[config.mk]
export PLATFORM = sky130hd
export DESIGN_NAME = asrm_int_conditioner
export DESIGN_NICKNAME = d
export VERILOG_FILES = /design/src/rtl/asrm_int_conditioner_pkg.sv /design/src/rtl/asrm_int_line.sv /design/src/rtl/asrm_int_conditioner.sv
export SDC_FILE = /design/constraint.sdc
export NUM_CORES = 1
export LEC_CHECK = 0
export BUFFER_PORTS_ARGS = -buffer_cell sky130_fd_sc_hd__clkbuf_2
export CAP_MARGIN = 10
export CORE_MARGIN = 2
export CORE_UTILIZATION = 55
export CTS_BUF_LIST = sky130_fd_sc_hd__clkbuf_16
export CTS_CLUSTER_SIZE = 16
export DETAILED_ROUTE_END_ITERATION = 12
export PLACE_DENSITY = 0.81
export SLEW_MARGIN = 20
export SYNTH_ARGS = -nofsm -noshare
export SYNTH_HDL_FRONTEND = slang
export SYNTH_HIERARCHICAL = 1
export SYNTH_SLANG_ARGS = --single-unit
[constraint.sdc]
create_clock -name clk -period 3.2 [get_ports clk]
set_clock_uncertainty 0.2 [all_clocks]
set_input_delay 0.8 -clock clk [delete_from_list [all_inputs] [get_ports clk]]
set_output_delay 0.8 -clock clk [all_outputs]
set_load 0.005 [all_outputs]
[src/rtl/asrm_int_conditioner_pkg.sv]
// Shared definitions for the external interrupt conditioner.
//   INT_LINES      : number of conditioned interrupt lines
//   ACK_ID_W       : width of the acknowledge index
//   int_mode_e     : per-line capture mode (level pass-through / rising-edge)
package asrm_int_conditioner_pkg;

    localparam int INT_LINES = 4;
    localparam int ACK_ID_W  = $clog2(INT_LINES);

    typedef enum logic {
        INT_MODE_LEVEL = 1'b0,
        INT_MODE_EDGE  = 1'b1
    } int_mode_e;

endpackage

[src/rtl/asrm_int_line.sv]
// One conditioned interrupt line: synchroniser, debounce filter, rise detect,
// sticky pending and overflow flags.
//   clk, reset : clock, synchronous active-high reset
//   irq_raw    : asynchronous raw line
//   edge_mode  : 1 = rising-edge capture, 0 = level pass-through
//   ack_hit    : controller acknowledged this line (clears pending only)
//   clear      : software clear of pending and overflow
//   ext_int    : registered request towards the interrupt controller
//   overflow   : registered sticky flag, rise seen while already pending
module asrm_int_line
    import asrm_int_conditioner_pkg::*;
#(
    parameter int SYNC_STAGES = 2,
    parameter int DEBOUNCE    = 1
) (
    input  logic clk,
    input  logic reset,
    input  logic irq_raw,
    input  logic edge_mode,
    input  logic ack_hit,
    input  logic clear,
    output logic ext_int,
    output logic overflow
);

    localparam int              CNT_W    = $clog2(DEBOUNCE + 1);
    localparam logic [CNT_W-1:0] CNT_LAST = CNT_W'(DEBOUNCE - 1);

    logic [SYNC_STAGES-1:0] sync_q, sync_d;
    logic [CNT_W-1:0]       cnt_q, cnt_d;
    logic                   f_q, f_d;
    logic                   pending_q, pending_d;
    logic                   overflow_q, overflow_d;
    logic                   ext_int_q, ext_int_d;
    logic                   s;
    logic                   rise;
    logic                   is_edge;

    assign s       = sync_q[SYNC_STAGES-1];
    assign is_edge = (edge_mode == INT_MODE_EDGE);

    always_comb begin
        sync_d = {sync_q[SYNC_STAGES-2:0], irq_raw};

        // Counter tracks consecutive cycles the synchronised value disagrees
        // with the filtered one; any agreement restarts it.
        f_d   = f_q;
        cnt_d = '0;
        rise  = 1'b0;
        if (s != f_q) begin
            if (cnt_q == CNT_LAST) begin
                f_d  = s;
                rise = s;
            end else begin
                cnt_d = cnt_q + 1'b1;
            end
        end

        // A rise beats any simultaneous clear of pending; overflow is only
        // raised when the pending flag survives this edge, and clear wins.
        if (!is_edge) begin
            pending_d  = 1'b0;
            overflow_d = 1'b0;
        end else begin
            pending_d  = rise | (pending_q & ~ack_hit & ~clear);
            overflow_d = ~clear & (overflow_q | (rise & pending_q & ~ack_hit));
        end

        // Output chosen from next-state values so the registered request
        // appears at the same edge the filter or pending flag updates.
        ext_int_d = is_edge ? pending_d : f_d;
    end

    always_ff @(posedge clk) begin
        if (reset) begin
            sync_q     <= '0;
            cnt_q      <= '0;
            f_q        <= 1'b0;
            pending_q  <= 1'b0;
            overflow_q <= 1'b0;
            ext_int_q  <= 1'b0;
        end else begin
            sync_q     <= sync_d;
            cnt_q      <= cnt_d;
            f_q        <= f_d;
            pending_q  <= pending_d;
            overflow_q <= overflow_d;
            ext_int_q  <= ext_int_d;
        end
    end

    assign ext_int  = ext_int_q;
    assign overflow = overflow_q;

endmodule

[src/rtl/asrm_int_conditioner.sv]
// Conditions the external interrupt lines feeding the interrupt controller.
//   clk, reset : clock, synchronous active-high reset
//   irq_raw    : asynchronous raw interrupt lines
//   edge_mode  : per-line capture mode (1 = edge, 0 = level)
//   ack,ack_id : controller acknowledge pulse and the interrupt it entered
//   clear      : per-line software clear of pending and overflow
//   ext_int    : conditioned requests to the controller
//   overflow   : per-line sticky overflow flags
module asrm_int_conditioner
    import asrm_int_conditioner_pkg::*;
#(
    parameter int SYNC_STAGES = 2,
    parameter int DEBOUNCE    = 1
) (
    input  logic                 clk,
    input  logic                 reset,
    input  logic [INT_LINES-1:0] irq_raw,
    input  logic [INT_LINES-1:0] edge_mode,
    input  logic                 ack,
    input  logic [ACK_ID_W-1:0]  ack_id,
    input  logic [INT_LINES-1:0] clear,
    output logic [INT_LINES-1:0] ext_int,
    output logic [INT_LINES-1:0] overflow
);

    logic [INT_LINES-1:0] ack_hit;

    for (genvar gi = 0; gi < INT_LINES; gi++) begin : g_line
        assign ack_hit[gi] = ack && (ack_id == ACK_ID_W'(gi));

        asrm_int_line #(
            .SYNC_STAGES (SYNC_STAGES),
            .DEBOUNCE    (DEBOUNCE)
        ) u_line (
            .clk       (clk),
            .reset     (reset),
            .irq_raw   (irq_raw[gi]),
            .edge_mode (edge_mode[gi]),
            .ack_hit   (ack_hit[gi]),
            .clear     (clear[gi]),
            .ext_int   (ext_int[gi]),
            .overflow  (overflow[gi])
        );
    end

endmodule

**After elaboration in Yosys (flattened, before gate mapping)**

Index checks and enable logic that the tools add are counted.

- Add/subtract/negate cells: 4
- $mul: 0
- Divide/modulo/power cells: 0
- $lt $le $gt $ge: 0
- Equality and inequality tests: 7
- Shift-type cells: 0
- Muxes and demuxes: 24
- Bitwise gates (word level): 48
- Reduce and logical (&&, ||, !) cells: 13

Operators with widths:

| cell | count |
|---|---|
| 1-bit 2-to-1 mux | 24 |
| 1-bit AND | 20 |
| 1-bit inverter | 20 |
| 3-bit OR reduction | 4 |
| 1-bit OR | 8 |
| 2-bit OR reduction | 4 |
| 1-bit adder, second input constant | 4 |
| 2-bit == test, second input constant | 2 |
| 1-bit logical AND | 4 |
| 1-bit != test | 4 |
| 2-bit by 1-bit == test with 1-bit output, second input constant | 1 |
| 2-bit logical NOT | 1 |

- Register bits after elaboration: 28
- Latch bits: 0
- Memory bits (writable): 0
- ROM bits: 0
- Bits of input ports: 17
- Output and inout port bits: 8
- Logic and storage cells: 120
- Memories kept: 0

**Longest topological paths before layout**

Gate-level depths: netlist of run 1.

- Depth after elaboration: 8
- Gate-level depth with buffers: 4
- Mapped depth without buffers: 4

**Cells and area by module**

Netlist of run 1, hierarchy kept.

Modules (own cells, without submodules):

| module | instances | cells each | area each (um^2) | sequential area each (um^2) |
|---|---|---|---|---|
| asrm_int_line | 4 | 25 | 257.7 | 140.1 |
| asrm_int_conditioner | 1 | 4 | 37.5 | 0.0 |

**Least setup slack after synthesis of run 1**

No wires, ideal clock.

- Path type: in2reg
- From: input port ack
- To: register g_line[3].u_line.ext_int_q
- Library setup time: 0.074 ns
- Data arrival time: 1.323 ns
- Data required time: 2.926 ns
- Slack: 1.602 ns
- Stages: 4
- Buffers on the path: 0
- Path through: and3_2 > inv_1 > nand4_1 > a31oi_2

- Word-level cells in the longest chain between the ends: 7

Ends and longest elaborated chain:

| what | RTL line | text |
|---|---|---|
| start: declaration | asrm_int_conditioner.sv:19 | `input logic ack,` |
| 1-bit logical AND | asrm_int_conditioner.sv:29 | `assign ack_hit[gi] = ack && (ack_id == ACK_ID_W'(gi));` |
| 1-bit inverter | asrm_int_line.sv:65 | `pending_d = rise \| (pending_q & ~ack_hit & ~clear);` |
| 1-bit AND (2 in a row) | asrm_int_line.sv:65 |  |
| 1-bit OR | asrm_int_line.sv:65 |  |
| 1-bit 2-to-1 mux | asrm_int_line.sv:61 | `if (!is_edge) begin` |
| 1-bit 2-to-1 mux | asrm_int_line.sv:71 | `ext_int_d = is_edge ? pending_d : f_d;` |
| end signal: assignment | asrm_int_line.sv:88 | `ext_int_q <= ext_int_d;` |
| end: declaration | asrm_int_line.sv:34 | `logic ext_int_q, ext_int_d;` |

No other way between the ends.
A chain may end at the register's enable or synchronous reset.

**Worst setup path after layout of run 1**

- From: register g_line[0].u_line.overflow_q
- To: output port overflow[0]

RTL lines:

| what | RTL line | text |
|---|---|---|
| start: declaration | asrm_int_line.sv:33 | `logic overflow_q, overflow_d;` |
| start signal: assignment | asrm_int_line.sv:87 | `overflow_q <= overflow_d;` |
| end: declaration | asrm_int_conditioner.sv:23 | `output logic [INT_LINES-1:0] overflow` |

No word-level cell between the ends.

==> results of run 1 <==
-- worst max-delay path by stage --
stage | end | slack [ns] | depth (start not counted) | start
CTS | overflow[0] | 1.46 | 1 | g_line[0].u_line/overflow$_SDFF_PP0_
finish | overflow[0] | 1.46 | 1 | g_line[0].u_line/overflow$_SDFF_PP0_
global route | overflow[0] | 1.44 | 1 | g_line[0].u_line/overflow$_SDFF_PP0_
floorplan | g_line[3].u_line/ext_int$_SDFF_PP0_ | 1.60 | 4 | ack
global placement | g_line[3].u_line/ext_int$_SDFF_PP0_ | 1.44 | 5 | ack_id[1]
detailed placement | g_line[2].u_line/overflow$_SDFF_PP0_ | 1.43 | 3 | reset
-- power groups by stage --
stage / registers [mW] / clock network [mW] / logic [mW]
after floorplan: 0.371 / 0 / 0.0195
after global placement: 0.372 / 0 / 0.0389
after detailed placement: 0.372 / 0 / 0.0404
after CTS: 0.364 / 0.363 / 0.0408
after global routing: 0.365 / 0.382 / 0.0459
final: 0.364 / 0.356 / 0.0405
-- cells in the final DEF (no fill, tap or decap) --
cell / n
a21o_2: 4
a21oi_1: 4
a31oi_1: 8
a31oi_2: 4
and3_2: 1
and3b_1: 2
bufinv_16: 1
clkbuf_16: 3
clkbuf_2: 24
conb_1: 4
dfxtp_1: 28
inv_1: 8
nand2_1: 4
nand2b_1: 8
nand4_1: 4
nor2_1: 4
nor2b_1: 8
nor3_2: 4
nor3b_2: 5
or2_0: 4
-- metal layers --
layer  vias up  share of wire, %
met5         -                 0
met4         0              0.47
met3         2               4.2
met2        20                46
met1       345                50
li1        410                 -
-- flip-flops by register name, indices dropped and copies added, names as in the netlist --
name	count
g_line.u_line/pending_q	4
g_line.u_line/f_q	4
g_line.u_line/cnt_q	4
g_line.u_line/ext_int	4
g_line.u_line/sync_q	8
g_line.u_line/overflow	4
-- layout make-up --
cell class                      instances  area share, %
Clock buffer                            3           5.67
Inverter                                8           2.27
Clock inverter                          1           2.27
Tap cell                               25           2.36
Timing Repair Buffer                   24           9.07
Sequential cell                        28           42.3
Multi-Input combinational cell         68           36.1
-- stage by stage --
stage / utilization, % / hold slack, ns / power (mW)
floorplan: - / 0.214 / 0.391
global placement: 68.4 / 0.220 / 0.410
detailed placement: 68.4 / 0.225 / 0.413
CTS: 74.3 / 0.241 / 0.768
global route: 74.3 / 0.253 / 0.793
finish: 74.3 / 0.239 / 0.761
-- cells by family after synthesis --
kind of cell           share of synthesized area [%]
AOI/OAI and AO/OA                               14.5
buffers and inverters                           2.81
DFF                                             52.5
other                                           1.40
and+or+nand+nor                                 28.8
==> metrics.csv, run 1 <==
metric;value;unit
area occupied by multi-input gates;478;um2
final WL;1720;um
LEAKAGE;0.541;nW
Critical Path Sink Type;primary output;
Switching Power;134;uW
top_reg_cell synth;dfxtp_1;
Area Growth Syn to Fin;24.0;%
Design Area, Final;1330;um2
antenna cells;0;
first-pass GRT wire length;2790;um
Ys Warns;6;
Die W;48.1;um
Placed Instance Area;1220;um2
critical path cell sequence;clkbuf_2;
initial core utilization;59.9;%
pre-CTS WS;1.43;ns
# fillers;137;
io pins;25;
Rows;15;
Die H;48.1;um
vias;777;
global route total overflow;0;
PortBufs;24;
register area share after synthesis;52.5;%
Peak supply drop;0.507;mV
R2R Path Start;g_line[3].u_line/cnt_q$_SDFF_PP0_;
Reg area;561;um2
fin crit period;1.74;ns
Final Hold Fails;0;
final setup fails;0;
Cells after DPL;153;
Area contributors post-synth;dfxtp_1 52%, nor3b_2 5.9%, a31oi_1 4.7%, a31oi_2 4.7%, nand2b_1 4.7%;
Worst Hold End;g_line[3].u_line/sync_q[1]$_SDFF_PP0_;
clock latency at the later pin of the worst-skew pair;0.25;ns
Critical Path RT;2.20;ns
final non-filler cell total;157;
largest net degree at the start of global routing;21;
Sinks on Clock Net;28;
share of layout cells above drive strength 1;34.8;%
hold path start;g_line[3].u_line/sync_q[0]$_SDFF_PP0_;
cts hold-fix bufs;0;
ANT nets after route;0;
post-DP HPWL;1320;um
TritonCTS clock tree;done;
DRC viols;0;
slowest cell delay on critical path;0.36;ns
Max clock buf depth;2;
Clock Power Share;46.8;%
PD cells;574;nW/um2
Synth Register Bits;28;
ys async rst share;0;%
clock root buffer;clkbuf_16;
DRT iter0 DRCs;9;
M2 GR Usage;27.2;%
crit-path leading delay family;flip-flops;
vias per inst;4.95;
Reg2Reg Setup Slack;2.11;ns
Nets;150;
CTS resizes;0;
Slowest-stage cell, CP;dfxtp_1;
worst setup margin;1.46;ns
RSZ-0062 raised after global routing;false;
cell with the most instances after synthesis;dfxtp_1;
GRT Overall Usage;17.5;%
antenna violations before repair;0;
Synth Area per Inst;10.3;um2
Syn Nets;121;
Distinct cells, synth;17;
vias in the first global route;668;
Hold Path Depth;1;
synth cell count leaders;28 x dfxtp_1, 8 x a31oi_1, 8 x inv_1, 8 x nand2b_1, 8 x nor2b_1;
Register-to-Register Path Depth;3;
Worst Hold Class;register to register;
core area;1780;um2
Placer Congestion;0.780;
Reg clk slew, reported paths;0.06;ns
P_int;627;uW
CTS Buf Count;3;
CP startpoint kind;register;
worst path bufs/invs;1;
crit path kind;register to primary output;
post-CTS setup buffer count;0;
share of the synthesized area in the top cell type;52.5;%
Pre-Repair DR Iteration Count;4;
outcome;finished, final reports clean;
Cell Area, Synth;1070;um2
fmax;574;MHz
Max Slew Vio Count;0;
CP Max Fanout;2;
sequential share of power;47.9;%
die area;2310;um2
met1 global-route usage;23.4;%
Final TNS setup;0;ns
layer with the highest usage;met2;
largest area contributor in the netlist;dfxtp_1;
htree depth;1;
met3 GRT Util;3.40;%
EDFF count, synth;0;
fin crit share;54.4;%
Worst EP arrival;0.74;ns
Sw Share;17.6;%
post-DR wirelength/cell;10.9;um
synthesized instance count;104;
combinational power share;5.3;%
max-cap violations;0;
r2r endpoint;g_line[3].u_line/ext_int$_SDFF_PP0_;
Power figures use the tool's default switching activity.
==> inputs of run 2 (changes only) <==
- ABC_AREA: default -> 1
- CORE_UTILIZATION: 55 -> 51
- PLACE_DENSITY: 0.81 -> 0.76
- clock period: 3.2 -> 1.7 ns (I/O delays scaled with it)
==> metrics.csv, run 2 <==
metric;value;unit;change
outcome;finished, final reports clean;;unchanged
synthesized instance count;152;;was 104
Reg area;561;um2;unchanged
Cell Area, Synth;1100;um2;was 1070 um2
largest area contributor in the netlist;dfxtp_1;;unchanged
Sw Share;20.5;%;was 17.6%
clock root buffer;clkbuf_16;;unchanged
fmax;753;MHz;
Sinks on Clock Net;28;;unchanged
Hold Path Depth;3;;was 1
die area;2540;um2;was 2310 um2
Slowest-stage cell, CP;dfxtp_1;;unchanged
Rows;16;;was 15
r2r endpoint;g_line[2].u_line/ext_int$_SDFF_PP0_;;was g_line[3].u_line/ext_int$_SDFF_PP0_
RSZ-0062 raised after global routing;false;;unchanged
final WL;1820;um;was 1720 um
Clock Power Share;40.2;%;was 46.8%
Die W;50.4;um;was 48.1 um
PD cells;965;nW/um2;was 574 nW/um2
post-DR wirelength/cell;8.75;um;was 10.9 um
cts hold-fix bufs;0;;unchanged
post-CTS setup buffer count;0;;unchanged
clock latency at the later pin of the worst-skew pair;0.26;ns;was 0.25 ns
Switching Power;264;uW;was 134 uW
Reg clk slew, reported paths;0.07;ns;was 0.06 ns
Max clock buf depth;2;;unchanged
vias per inst;4.40;;was 4.95
htree depth;1;;unchanged
Nets;199;;was 150
PortBufs;24;;unchanged
GRT Overall Usage;16.6;%;was 17.5%
Die H;50.4;um;was 48.1 um
global route total overflow;0;;unchanged
core area;2000;um2;was 1780 um2
Critical Path RT;1.07;ns;was 2.20 ns
fin crit share;78.1;%;
worst hold slack;0.149;ns;was 0.239 ns
CTS resizes;0;;unchanged
share of layout cells above drive strength 1;26.5;%;was 34.8%
Critical Path Sink Type;primary output;;unchanged
Reg2Reg Setup Slack;0.71;ns;was 2.11 ns
total power;1.29;mW;was 761 uW
ys async rst share;0;%;unchanged
Distinct cells, synth;11;;was 17
Max Slew Vio Count;0;;unchanged
combinational power share;6.7;%;was 5.3%
CP Max Fanout;2;;unchanged
Ys Warns;6;;unchanged
Worst Hold End;g_line[2].u_line/sync_q[0]$_SDFF_PP0_;;was g_line[3].u_line/sync_q[1]$_SDFF_PP0_
LEAKAGE;0.777;nW;was 0.541 nW
initial core utilization;54.7;%;was 59.9%
Worst EP arrival;0.70;ns;was 0.74 ns
Synth Area per Inst;7.21;um2;was 10.3 um2
Peak supply drop;0.846;mV;was 0.507 mV
vias in the first global route;843;;was 668
Critical path origin;g_line[3].u_line/overflow$_SDFF_PP0_;;was g_line[0].u_line/overflow$_SDFF_PP0_
register area share after synthesis;51.1;%;was 52.5%
cell with the most instances after synthesis;nand2_1;;was dfxtp_1
# fillers;178;;was 137
crit path kind;register to primary output;;unchanged
Pre-Repair DR Iteration Count;4;;unchanged
antenna violations before repair;0;;unchanged
Syn Nets;169;;was 121
area occupied by multi-input gates;393;um2;was 478 um2
share of the synthesized area in the top cell type;51.1;%;was 52.5%
Area contributors post-synth;dfxtp_1 51%, nand2_1 13%, inv_1 8.9%, nand3_1 5.5%, nor2_1 5.5%;;was dfxtp_1 52%, nor3b_2 5.9%, a31oi_1 4.7%, a31oi_2 4.7%, nand2b_1 4.7%
slowest cell delay on critical path;0.33;ns;was 0.36 ns
sequential share of power;53.1;%;was 47.9%
Final Hold Fails;0;;unchanged
post-DP HPWL;1440;um;was 1320 um
Register-to-Register Path Depth;5;;was 3
vias;915;;was 777
io pins;25;;unchanged
Top reg by flops;g_line.u_line/sync_q;;unchanged
CTS Buf Count;3;;unchanged
CP startpoint kind;register;;unchanged
DRT iter0 DRCs;17;;was 9
max-cap violations;0;;unchanged
ANT nets after route;0;;unchanged
crit-path leading delay family;flip-flops;;unchanged
worst path bufs/invs;1;;unchanged
commonest non-fill, non-tap cell in the layout;nand2_1;;was dfxtp_1
synth cell count leaders;38 x nand2_1, 28 x dfxtp_1, 26 x inv_1;;was 28 x dfxtp_1, 8 x a31oi_1, 8 x inv_1, 8 x nand2b_1, 8 x nor2b_1
final setup fails;0;;unchanged
most frequent cells in the layout;38 x nand2_1, 28 x dfxtp_1, 26 x inv_1;;was 28 x dfxtp_1, 24 x clkbuf_2
Synth Register Bits;28;;unchanged
Placer Congestion;0.786;;was 0.780
pre-CTS WS;0.324;ns;was 1.43 ns
largest net degree at the start of global routing;17;;was 21
top_reg_cell synth;dfxtp_1;;unchanged
max reg flops;8;;unchanged
P_int;1.03;mW;was 627 uW
Worst Hold Class;input pin to register;;was register to register
worst setup margin;0.372;ns;was 1.46 ns
Area Growth Syn to Fin;21.9;%;was 24.0%
R2R Path Start;g_line[2].u_line/cnt_q$_SDFF_PP0_;;was g_line[3].u_line/cnt_q$_SDFF_PP0_
EDFF count, synth;0;;unchanged
first-pass GRT wire length;3240;um;was 2790 um
antenna cells;0;;unchanged
DRC viols;0;;unchanged
critical path cell sequence;clkbuf_2;;unchanged
hold path start;irq_raw[2];;was g_line[3].u_line/sync_q[0]$_SDFF_PP0_
TritonCTS clock tree;done;;unchanged
fin crit period;1.33;ns;
Final TNS setup;0;ns;unchanged
run 2: cell types whose count changed after synthesis, sizes merged, moves of 5 or more:
cell	previous run	this run
nand2b	8	0
nand3	0	16
nor2b	8	0
nor3b	5	0
inv	8	38
nand2	4	38
a31oi	12	0
nor2	4	20
run 2: through the flow:
step | cell area, um2 | std cells | utilization [%]
2_1_floorplan | 1100 | 152 | -
3_3_place_gp | 1260 | 204 | 62.8
3_5_place_dp | 1260 | 204 | 62.8
4_1_cts | 1340 | 208 | 66.8
5_1_grt | 1340 | 208 | 66.8
6_report | 1340 | 208 | 66.8
run 2: area by class of cell:
type	count	share of cell area, %
sequential	28	41.9
multi-input combinational	86	29.4
inverter	38	10.7
timing repair buffer	25	9.55
clock buffer	3	5.62
tap	27	2.53
clock inverter	1	0.281
run 2: power groups by stage:
stage | Sequential (mW) | Combinational (mW) | Clock [mW]
floorplan | 0.698 | 0.0464 | 0
detailed placement | 0.699 | 0.0870 | 0
global placement | 0.698 | 0.0841 | 0
global route | 0.686 | 0.101 | 0.551
CTS | 0.684 | 0.0877 | 0.534
finish | 0.684 | 0.0869 | 0.518
run 2: how the worst max path moves through the flow:
stage                                      endpoint  slack, ns  cells past startpoint
5_1_grt                                 overflow[3]       0.32                      1
3_5_place_dp   g_line[1].u_line/overflow$_SDFF_PP0_       0.32                      6
4_1_cts                                 overflow[3]       0.36                      1
3_3_place_gp    g_line[3].u_line/ext_int$_SDFF_PP0_       0.36                      4
6_report                                overflow[3]       0.37                      1
2_1_floorplan   g_line[2].u_line/ext_int$_SDFF_PP0_       0.54                      8
run 2: worst min-delay path: cells and delay by family:
family                 cells  cell delay (ns)
and+or+nand+nor            1             0.03
buffers and inverters      2             0.12
run 2: kinds of logic (layout without fill, tap and decap cells):
logic type	count (synthesis)	in the layout	share of synthesized area [%]
simple gates	78	78	32.6
buf+inv	38	67	13.0
flops	28	28	51.1
other cells	4	4	1.37
compound gates	4	4	1.83
run 2: per-layer routing:
layer / vias to the layer above / share of wire (%) / GRT usage [%]
met5: - / 0 / 0
met4: 0 / 0.60 / 5.41
met3: 2 / 5.4 / 5.06
met2: 18 / 50 / 30.7
met1: 398 / 43 / 17.8
li1: 497 / - / -
